File: src/rtl/uart_key_pkg.sv
// Shared constants, FSM encoding and echo formatting for the UART key decoder.
// Latency: n/a (declarations only).
// Backpressure: n/a.
package uart_key_pkg;

    // ASCII codes of the default key set
    localparam logic [7:0] ASCII_W       = 8'h77;
    localparam logic [7:0] ASCII_S       = 8'h73;
    localparam logic [7:0] ASCII_A       = 8'h61;
    localparam logic [7:0] ASCII_D       = 8'h64;
    localparam logic [7:0] ASCII_J       = 8'h6A;
    localparam logic [7:0] ASCII_K       = 8'h6B;
    localparam logic [7:0] ASCII_L       = 8'h6C;
    localparam logic [7:0] ASCII_SPACE   = 8'h20;

    // Lowercase range and the offset that folds it to uppercase
    localparam logic [7:0] ASCII_LOWER_A = 8'h61;
    localparam logic [7:0] ASCII_LOWER_Z = 8'h7A;
    localparam logic [7:0] CASE_OFFSET   = 8'h20;

    // Key i occupies bits [8i+7:8i]; the first listed code is the highest index
    localparam logic [63:0] DEFAULT_KEY_CODES = {ASCII_W, ASCII_S, ASCII_A, ASCII_D,
                                                 ASCII_J, ASCII_K, ASCII_L, ASCII_SPACE};

    typedef enum logic [1:0] {
        ST_IDLE = 2'd0,
        ST_POP  = 2'd1,
        ST_ECHO = 2'd2
    } state_t;

    // Lowercase letters echo as uppercase, anything else echoes as the alternate byte
    function automatic logic [7:0] echo_byte(input logic [7:0] code, input logic [7:0] alt);
        if (code >= ASCII_LOWER_A && code <= ASCII_LOWER_Z) begin
            return code - CASE_OFFSET;
        end
        return alt;
    endfunction

endpackage

File: src/rtl/uart_key_decoder_if.sv
// Byte-level handshake between the key decoder and the RX/TX FIFOs of uart_fifo.
// Latency: n/a (wiring only).
// Backpressure: rx_fifo_empty stalls popping, tx_fifo_full stalls the echo write.
interface uart_key_decoder_if;
    logic [7:0] rx_byte;
    logic       rx_fifo_empty;
    logic       rx_fifo_pop;
    logic       tx_fifo_full;
    logic [7:0] tx_byte;
    logic       transmit;

    // Decoder side: consumes RX bytes and produces TX writes
    modport master (
        input  rx_byte,
        input  rx_fifo_empty,
        input  tx_fifo_full,
        output rx_fifo_pop,
        output tx_byte,
        output transmit
    );

    // FIFO side
    modport slave (
        output rx_byte,
        output rx_fifo_empty,
        output tx_fifo_full,
        input  rx_fifo_pop,
        input  tx_byte,
        input  transmit
    );
endinterface

File: src/rtl/key_hold_timer.sv
// Per-key hold timer: held stays high HOLD_CYCLES cycles after the last load; HOLD_CYCLES=0 latches.
// Latency: held rises the cycle after load, falls the cycle after clear.
// Backpressure: none; load and clear are accepted every cycle.
module key_hold_timer #(
    parameter int HOLD_CYCLES = 5_000_000
) (
    input  logic CLK,
    input  logic RESET,
    input  logic load,
    input  logic clear,
    output logic held
);

    generate
        if (HOLD_CYCLES == 0) begin : g_latch
            logic latched;

            // Latch mode: set on load, cleared only by reset or an explicit clear
            always_ff @(posedge CLK) begin
                if (RESET) begin
                    latched <= 1'b0;
                end else if (clear) begin
                    latched <= 1'b0;
                end else if (load) begin
                    latched <= 1'b1;
                end
            end

            assign held = latched;
        end else begin : g_count
            localparam int CW = $clog2(HOLD_CYCLES + 1);
            localparam logic [CW-1:0] HOLD_VAL = CW'(HOLD_CYCLES);

            logic [CW-1:0] cnt;

            // Reload beats decrement, so a press landing on cnt==1 never lets the key drop
            always_ff @(posedge CLK) begin
                if (RESET) begin
                    cnt <= '0;
                end else if (clear) begin
                    cnt <= '0;
                end else if (load) begin
                    cnt <= HOLD_VAL;
                end else if (cnt != '0) begin
                    cnt <= cnt - 1'b1;
                end
            end

            assign held = (cnt != '0);
        end
    endgenerate

endmodule

File: src/rtl/uart_key_decoder.sv
// Pops RX bytes, matches them against a key table, drives held/press outputs and echoes hits.
// Latency: pop 1 cycle after !empty, key_press/keys 1 cycle later, transmit 1 cycle after that.
// Backpressure: no pop while busy; echo waits in ECHO while tx_fifo_full, blocking new bytes.
module uart_key_decoder
    import uart_key_pkg::*;
#(
    parameter int                      NUM_KEYS    = 8,
    parameter logic [NUM_KEYS*8-1:0]   KEY_CODES   = DEFAULT_KEY_CODES,
    parameter int                      HOLD_CYCLES = 5_000_000,
    parameter bit                      ECHO_EN     = 1'b1,
    parameter logic [7:0]              ECHO_ALT    = 8'h5A,
    parameter bit                      CLR_ON_UNK  = 1'b1
) (
    input  logic                CLK,
    input  logic                RESET,
    uart_key_decoder_if.master  fifo,
    output logic [NUM_KEYS-1:0] keys,
    output logic [NUM_KEYS-1:0] key_press,
    output logic [7:0]          unk_count
);

    state_t              state;
    logic [7:0]          byte_q;
    logic                pop_q;
    logic                transmit_q;
    logic [7:0]          tx_byte_q;
    logic                hit;
    logic [NUM_KEYS-1:0] hit_vec;
    logic [NUM_KEYS-1:0] load_vec;
    logic                clear_all;

    assign fifo.rx_fifo_pop = pop_q;
    assign fifo.transmit    = transmit_q;
    assign fifo.tx_byte     = tx_byte_q;

    // Priority match: scanning high to low lets the lowest matching index win
    always_comb begin
        hit     = 1'b0;
        hit_vec = '0;
        for (int i = NUM_KEYS - 1; i >= 0; i--) begin
            if (byte_q == KEY_CODES[8*i +: 8]) begin
                hit        = 1'b1;
                hit_vec    = '0;
                hit_vec[i] = 1'b1;
            end
        end
    end

    // Timer controls act on the same edge the FSM leaves POP
    always_comb begin
        load_vec  = (state == ST_POP) ? hit_vec : '0;
        clear_all = (state == ST_POP) && !hit && CLR_ON_UNK;
    end

    // Decode FSM with registered pop, press, echo and unknown-byte count
    always_ff @(posedge CLK) begin
        if (RESET) begin
            state      <= ST_IDLE;
            byte_q     <= '0;
            pop_q      <= 1'b0;
            transmit_q <= 1'b0;
            tx_byte_q  <= '0;
            key_press  <= '0;
            unk_count  <= '0;
        end else begin
            pop_q      <= 1'b0;
            transmit_q <= 1'b0;
            key_press  <= '0;
            case (state)
                ST_IDLE: begin
                    if (!fifo.rx_fifo_empty) begin
                        byte_q <= fifo.rx_byte;
                        pop_q  <= 1'b1;
                        state  <= ST_POP;
                    end
                end
                ST_POP: begin
                    if (hit) begin
                        key_press <= hit_vec;
                        state     <= ECHO_EN ? ST_ECHO : ST_IDLE;
                    end else begin
                        if (unk_count != 8'hFF) begin
                            unk_count <= unk_count + 8'd1;
                        end
                        state <= ST_IDLE;
                    end
                end
                ST_ECHO: begin
                    if (!fifo.tx_fifo_full) begin
                        transmit_q <= 1'b1;
                        tx_byte_q  <= echo_byte(byte_q, ECHO_ALT);
                        state      <= ST_IDLE;
                    end
                end
                default: begin
                    state <= ST_IDLE;
                end
            endcase
        end
    end

    generate
        for (genvar g = 0; g < NUM_KEYS; g++) begin : g_key
            key_hold_timer #(
                .HOLD_CYCLES (HOLD_CYCLES)
            ) u_timer (
                .CLK   (CLK),
                .RESET (RESET),
                .load  (load_vec[g]),
                .clear (clear_all),
                .held  (keys[g])
            );
        end
    endgenerate

endmodule
File: src/flat_wrapper.sv
// flat-port wrapper written by rule: the top's interface ports become plain ports
module uart_key_decoder_flat import uart_key_pkg::*;
#(
    parameter int                      NUM_KEYS    = 8,
    parameter logic [NUM_KEYS*8-1:0]   KEY_CODES   = DEFAULT_KEY_CODES,
    parameter int                      HOLD_CYCLES = 5_000_000,
    parameter bit                      ECHO_EN     = 1'b1,
    parameter logic [7:0]              ECHO_ALT    = 8'h5A,
    parameter bit                      CLR_ON_UNK  = 1'b1
)
  (CLK, RESET, keys, key_press, unk_count, fifo_rx_byte, fifo_rx_fifo_empty, fifo_tx_fifo_full, fifo_rx_fifo_pop, fifo_tx_byte, fifo_transmit);
  uart_key_decoder_if fifo_i ();
  input  logic CLK;
  input  logic RESET;
  output logic [NUM_KEYS-1:0] keys;
  output logic [NUM_KEYS-1:0] key_press;
  output logic [7:0] unk_count;
  input wire logic [$bits(fifo_i.rx_byte)-1:0] fifo_rx_byte;
  input wire logic [$bits(fifo_i.rx_fifo_empty)-1:0] fifo_rx_fifo_empty;
  input wire logic [$bits(fifo_i.tx_fifo_full)-1:0] fifo_tx_fifo_full;
  output wire logic [$bits(fifo_i.rx_fifo_pop)-1:0] fifo_rx_fifo_pop;
  output wire logic [$bits(fifo_i.tx_byte)-1:0] fifo_tx_byte;
  output wire logic [$bits(fifo_i.transmit)-1:0] fifo_transmit;
  assign fifo_i.rx_byte = fifo_rx_byte;
  assign fifo_i.rx_fifo_empty = fifo_rx_fifo_empty;
  assign fifo_i.tx_fifo_full = fifo_tx_fifo_full;
  assign fifo_rx_fifo_pop = fifo_i.rx_fifo_pop;
  assign fifo_tx_byte = fifo_i.tx_byte;
  assign fifo_transmit = fifo_i.transmit;
  uart_key_decoder #(.NUM_KEYS(NUM_KEYS), .KEY_CODES(KEY_CODES), .HOLD_CYCLES(HOLD_CYCLES), .ECHO_EN(ECHO_EN), .ECHO_ALT(ECHO_ALT), .CLR_ON_UNK(CLR_ON_UNK)) u_core (.CLK(CLK), .RESET(RESET), .fifo(fifo_i), .keys(keys), .key_press(key_press), .unk_count(unk_count));
endmodule
File: config.mk
export PLATFORM = sky130hd
export DESIGN_NAME = uart_key_decoder_flat
export DESIGN_NICKNAME = d
export VERILOG_FILES = /design/src/rtl/uart_key_pkg.sv /design/src/rtl/uart_key_decoder_if.sv /design/src/rtl/key_hold_timer.sv /design/src/rtl/uart_key_decoder.sv /design/src/flat_wrapper.sv
export SDC_FILE = /design/constraint.sdc
export NUM_CORES = 1
export LEC_CHECK = 0
export CELL_PAD_IN_SITES_DETAIL_PLACEMENT = 1
export CELL_PAD_IN_SITES_GLOBAL_PLACEMENT = 1
export CORE_MARGIN = 1
export CORE_UTILIZATION = 45
export CTS_BUF_LIST = sky130_fd_sc_hd__clkbuf_4 sky130_fd_sc_hd__clkbuf_8
export DETAILED_ROUTE_END_ITERATION = 8
export MAX_ROUTING_LAYER = met4
export PLACE_DENSITY = 0.73
export SYNTH_ARGS = -nofsm -noshare
export SYNTH_HDL_FRONTEND = slang
export SYNTH_HIERARCHICAL = 1
export SYNTH_SLANG_ARGS = --single-unit
File: constraint.sdc
create_clock -name CLK -period 4.49 [get_ports CLK]
set_input_delay 0.898 -clock CLK [delete_from_list [all_inputs] [get_ports CLK]]
set_output_delay 0.898 -clock CLK [all_outputs]
set_load 0.05 [all_outputs]
==> summary.md <==
| Metric | Value |
|---|---|
| Run status | finished, final reports clean |
| Max-cap violations | 0 |
| DIE AREA | 25,400 um2 |
| CTS Sinks | 220 |
| DRT Pass-1 Iters | 4 |
| WL final | 29.18 mm |
| Synthesized flop and latch total | 220 |
| Syn Inst Count | 1,310 |
| Overflow after GRT | 0 |
| Crit Path Class | reg -> out |
| Clk Latency, worst-skew pair | 540 ps |
| Port bufs | 45 |
| Met1 Use GR | 30.31% |
| RSZ-0062 raised after global routing | no |
| Number of flops mapped to enable cells by yosys | 0 |
| Flip-flop and latch area | 4404 um2 |
| Final worst-path cycle share | 82.11% |
| CTS tree | done |
| Crit path required time | 3590 ps |
| Number of warning messages in the yosys log | 6 |
| Clock slew at reported path FFs | 60 ps |
| Synth-to-Final Area Change | 13.93% |
| Gr usage total | 23.81% |
| Peak fanout along the critical path | 5 |
| Bufs on Longest Clock Path | 3 |
| GRT met2 Usage | 38.12% |
| Core area | 24,320 um2 |
| Yosys cell types | 52 |
| Post-CTS Hold Fix Bufs | 0 |
| Post-synthesis instance area | 11,150 um2 |
| Dpl hpwl | 20.90 mm |
| Fmax | 271.3 MHz |
| Post-CTS setup buffer count | 0 |
| DRC Markers | 0 |
| Startpoint types | register |
| Number of fill cells | 2,896 |
| Final Skew | 21.51 ps |
| Setup crit end kind | primary output |
| Placer Congestion | 0.8102 |
| Worst min path class | reg -> reg |
| Setup_tns | 0 ps |
| Synth async-reset ratio | 0% |
| Die Ht | 159.4 um |
| Row Count | 57 |
| GR peak layer | met2 |
| Via count | 9,731 |
| Post-Syn Area per Cell | 8.509 um2 |
| Total CTS buffers | 40 |
| Routed Antenna Nets | 0 |
| Worst rel slew slack | 34.42% |
| Layout cells sized above 1 | 10.93% |
| HP Start | u_core/g_key[6].u_timer/g_count.cnt[22]$_SDFFE_PP0P_ |
| Worst reg2reg startpoint | u_core/byte_q[2]$_SDFFE_PP0P_ |
| Hold Fails Final Rpt | 0 |
| Worst-margin pin slew | 970.5 ps |
| Initial Util | 45.84% |
| Worst EP arrival | 2790 ps |
| GR Util met3 | 4.532% |
| Multi-input gate area | 6484 um2 |
| Routed vias/inst | 5.671 |
| Number of H-tree levels | 2 |
| Clock root buffer | clkbuf_8 |
| Vias in the first global route | 9,866 |
| First-pass GRT wire length | 48.96 mm |
| Initial antenna violation count | 1 |
| Largest net degree at the start of global routing | 30 |
| Sequential share of the synthesized area | 39.51% |
| Main synth FF type | dfxtp_1 |
| Syn nets | 1,341 |
| Setup crit start | u_core/g_key[1].u_timer/g_count.cnt[15]$_SDFFE_PP0P_ |
| Max Transition Viols Final | 0 |
| Horiz. Die Dim | 159.4 um |
| # IOs | 46 |
| Final Setup Violations | 0 |
| Final nets | 1,396 |
| Initial drt markers | 420 |
| Post-route minimum period | 3687 ps |
| Post-CTS resize count | 0 |
| Avg WL per Cell | 17.00 um |
==> cell usage in the layout (no fill, tap or decap), types with 34 or more instances in the layout <==
cell	netlist	final
nor2_1	196	196
o21ai_0	46	46
clkdlybuf4s50_1	0	44
clkbuf_8	0	53
or4_1	35	35
nand3_1	36	36
nor4_1	35	35
nand4_1	34	34
nand2_1	95	95
dfxtp_1	220	220
or3_1	44	44
a21oi_1	104	104
xor2_1	81	81
==> registers in the layout, indices dropped and copies added (netlist names) <==
name,count
u_core/unk_count,8
u_core/fifo.rx_fifo_pop,1
u_core/key_press,8
u_core/state,2
u_core/byte_q,8
u_core/fifo.transmit,1
u_core/g_key.u_timer/g_count.cnt,184
u_core/fifo.tx_byte,8
==> area by class of cell <==
cell class                      instances  share of cell area, %
Inverter                               31                 0.9163
Antenna cell                            1                0.01970
Multi-Input combinational cell       1025                  51.05
Clock buffer                           62                  6.276
Clock inverter                          6                 0.2365
Tap cell                              324                  3.192
Sequential cell                       220                  34.68
Timing Repair Buffer                   47                  3.626
==> cell usage after synthesis, types with 2 or more instances <==
library cell	instances	area share, %
nor4b_1	2	0.16
or4_1	35	2.4
nand2_1	95	3.2
a2111oi_0	8	0.63
dfxtp_1	220	40
or4_4	8	0.81
or3_1	44	2.5
clkbuf_1	29	0.98
mux2_2	2	0.20
a211oi_1	9	0.61
nand4_1	34	1.9
nand3_1	36	1.6
nand3b_1	8	0.54
buf_2	3	0.13
xor2_1	81	6.4
or3b_2	10	0.79
a22oi_1	3	0.20
or2_2	18	1.0
nor3_1	32	1.4
nor4b_2	16	2.2
nor2b_1	3	0.17
a21oi_1	104	4.7
a31oi_1	24	1.3
nand4b_1	32	2.5
nor4_4	8	1.5
nor4_1	35	2.0
inv_1	31	1.0
and3_1	2	0.11
nor4_2	8	0.90
and2_1	8	0.45
nor3b_1	11	0.74
ha_1	19	2.1
o21ai_0	46	2.1
xnor2_1	32	2.5
nand2b_1	10	0.56
nor2_1	196	6.6
and3b_1	2	0.16
o31ai_1	25	1.7
or2_4	8	0.63
==> critical path: stages (launching register included) <==
cell and delay, ps:
dfxtp_1 340, or4_1 600, nor4_2 450, nand4_1 140, clkdlybuf4s50_1 730
==> final timing paths <==
| check | to | slack [ps] | cells after the start |
|---|---|---|---|
| worst max register to register | u_core/g_key[1].u_timer/g_count.cnt[20]$_SDFFE_PP0P_ | 1380 | 8 |
| worst min register to register | u_core/g_key[6].u_timer/g_count.cnt[22]$_SDFFE_PP0P_ | 480 | 2 |
| worst min-delay path | u_core/g_key[6].u_timer/g_count.cnt[22]$_SDFFE_PP0P_ | 480 | 2 |
| worst max-delay path | keys[1] | 800 | 4 |
==> layer usage <==
layer  wire length, um  up-vias
met1             14120     4654
met5                 0        -
met4               618        0
li1                  -     4892
met2             13300      131
met3              1140       54
==> metrics by stage <==
step           hold WS, ps  utilization, %  cell area (um2)  std cells  worst slack, ps
2_1_floorplan        453.7               -            11150       1310             1828
3_3_place_gp         469.0           48.81            11870       1647             1366
3_5_place_dp         475.7           48.81            11870       1647             1355
4_1_cts              486.0           52.21            12700       1715            771.4
5_1_grt              507.3           52.22            12700       1716            568.2
6_report             480.8           52.22            12700       1716            803.5
==> logic make-up after synthesis <==
group / Yosys count / share of synthesized area, %
and+or+nand+nor: 663 / 34.96
AOI/OAI and AO/OA: 227 / 11.90
DFF: 220 / 39.51
xor gates and xnor gates: 113 / 8.879
buffers and inverters: 65 / 2.323
adders and majority gates: 19 / 2.133
muxes: 3 / 0.2918
Power is not shown: default switching activity piles up to over one toggle a cycle in this logic, so the estimate is an artifact.
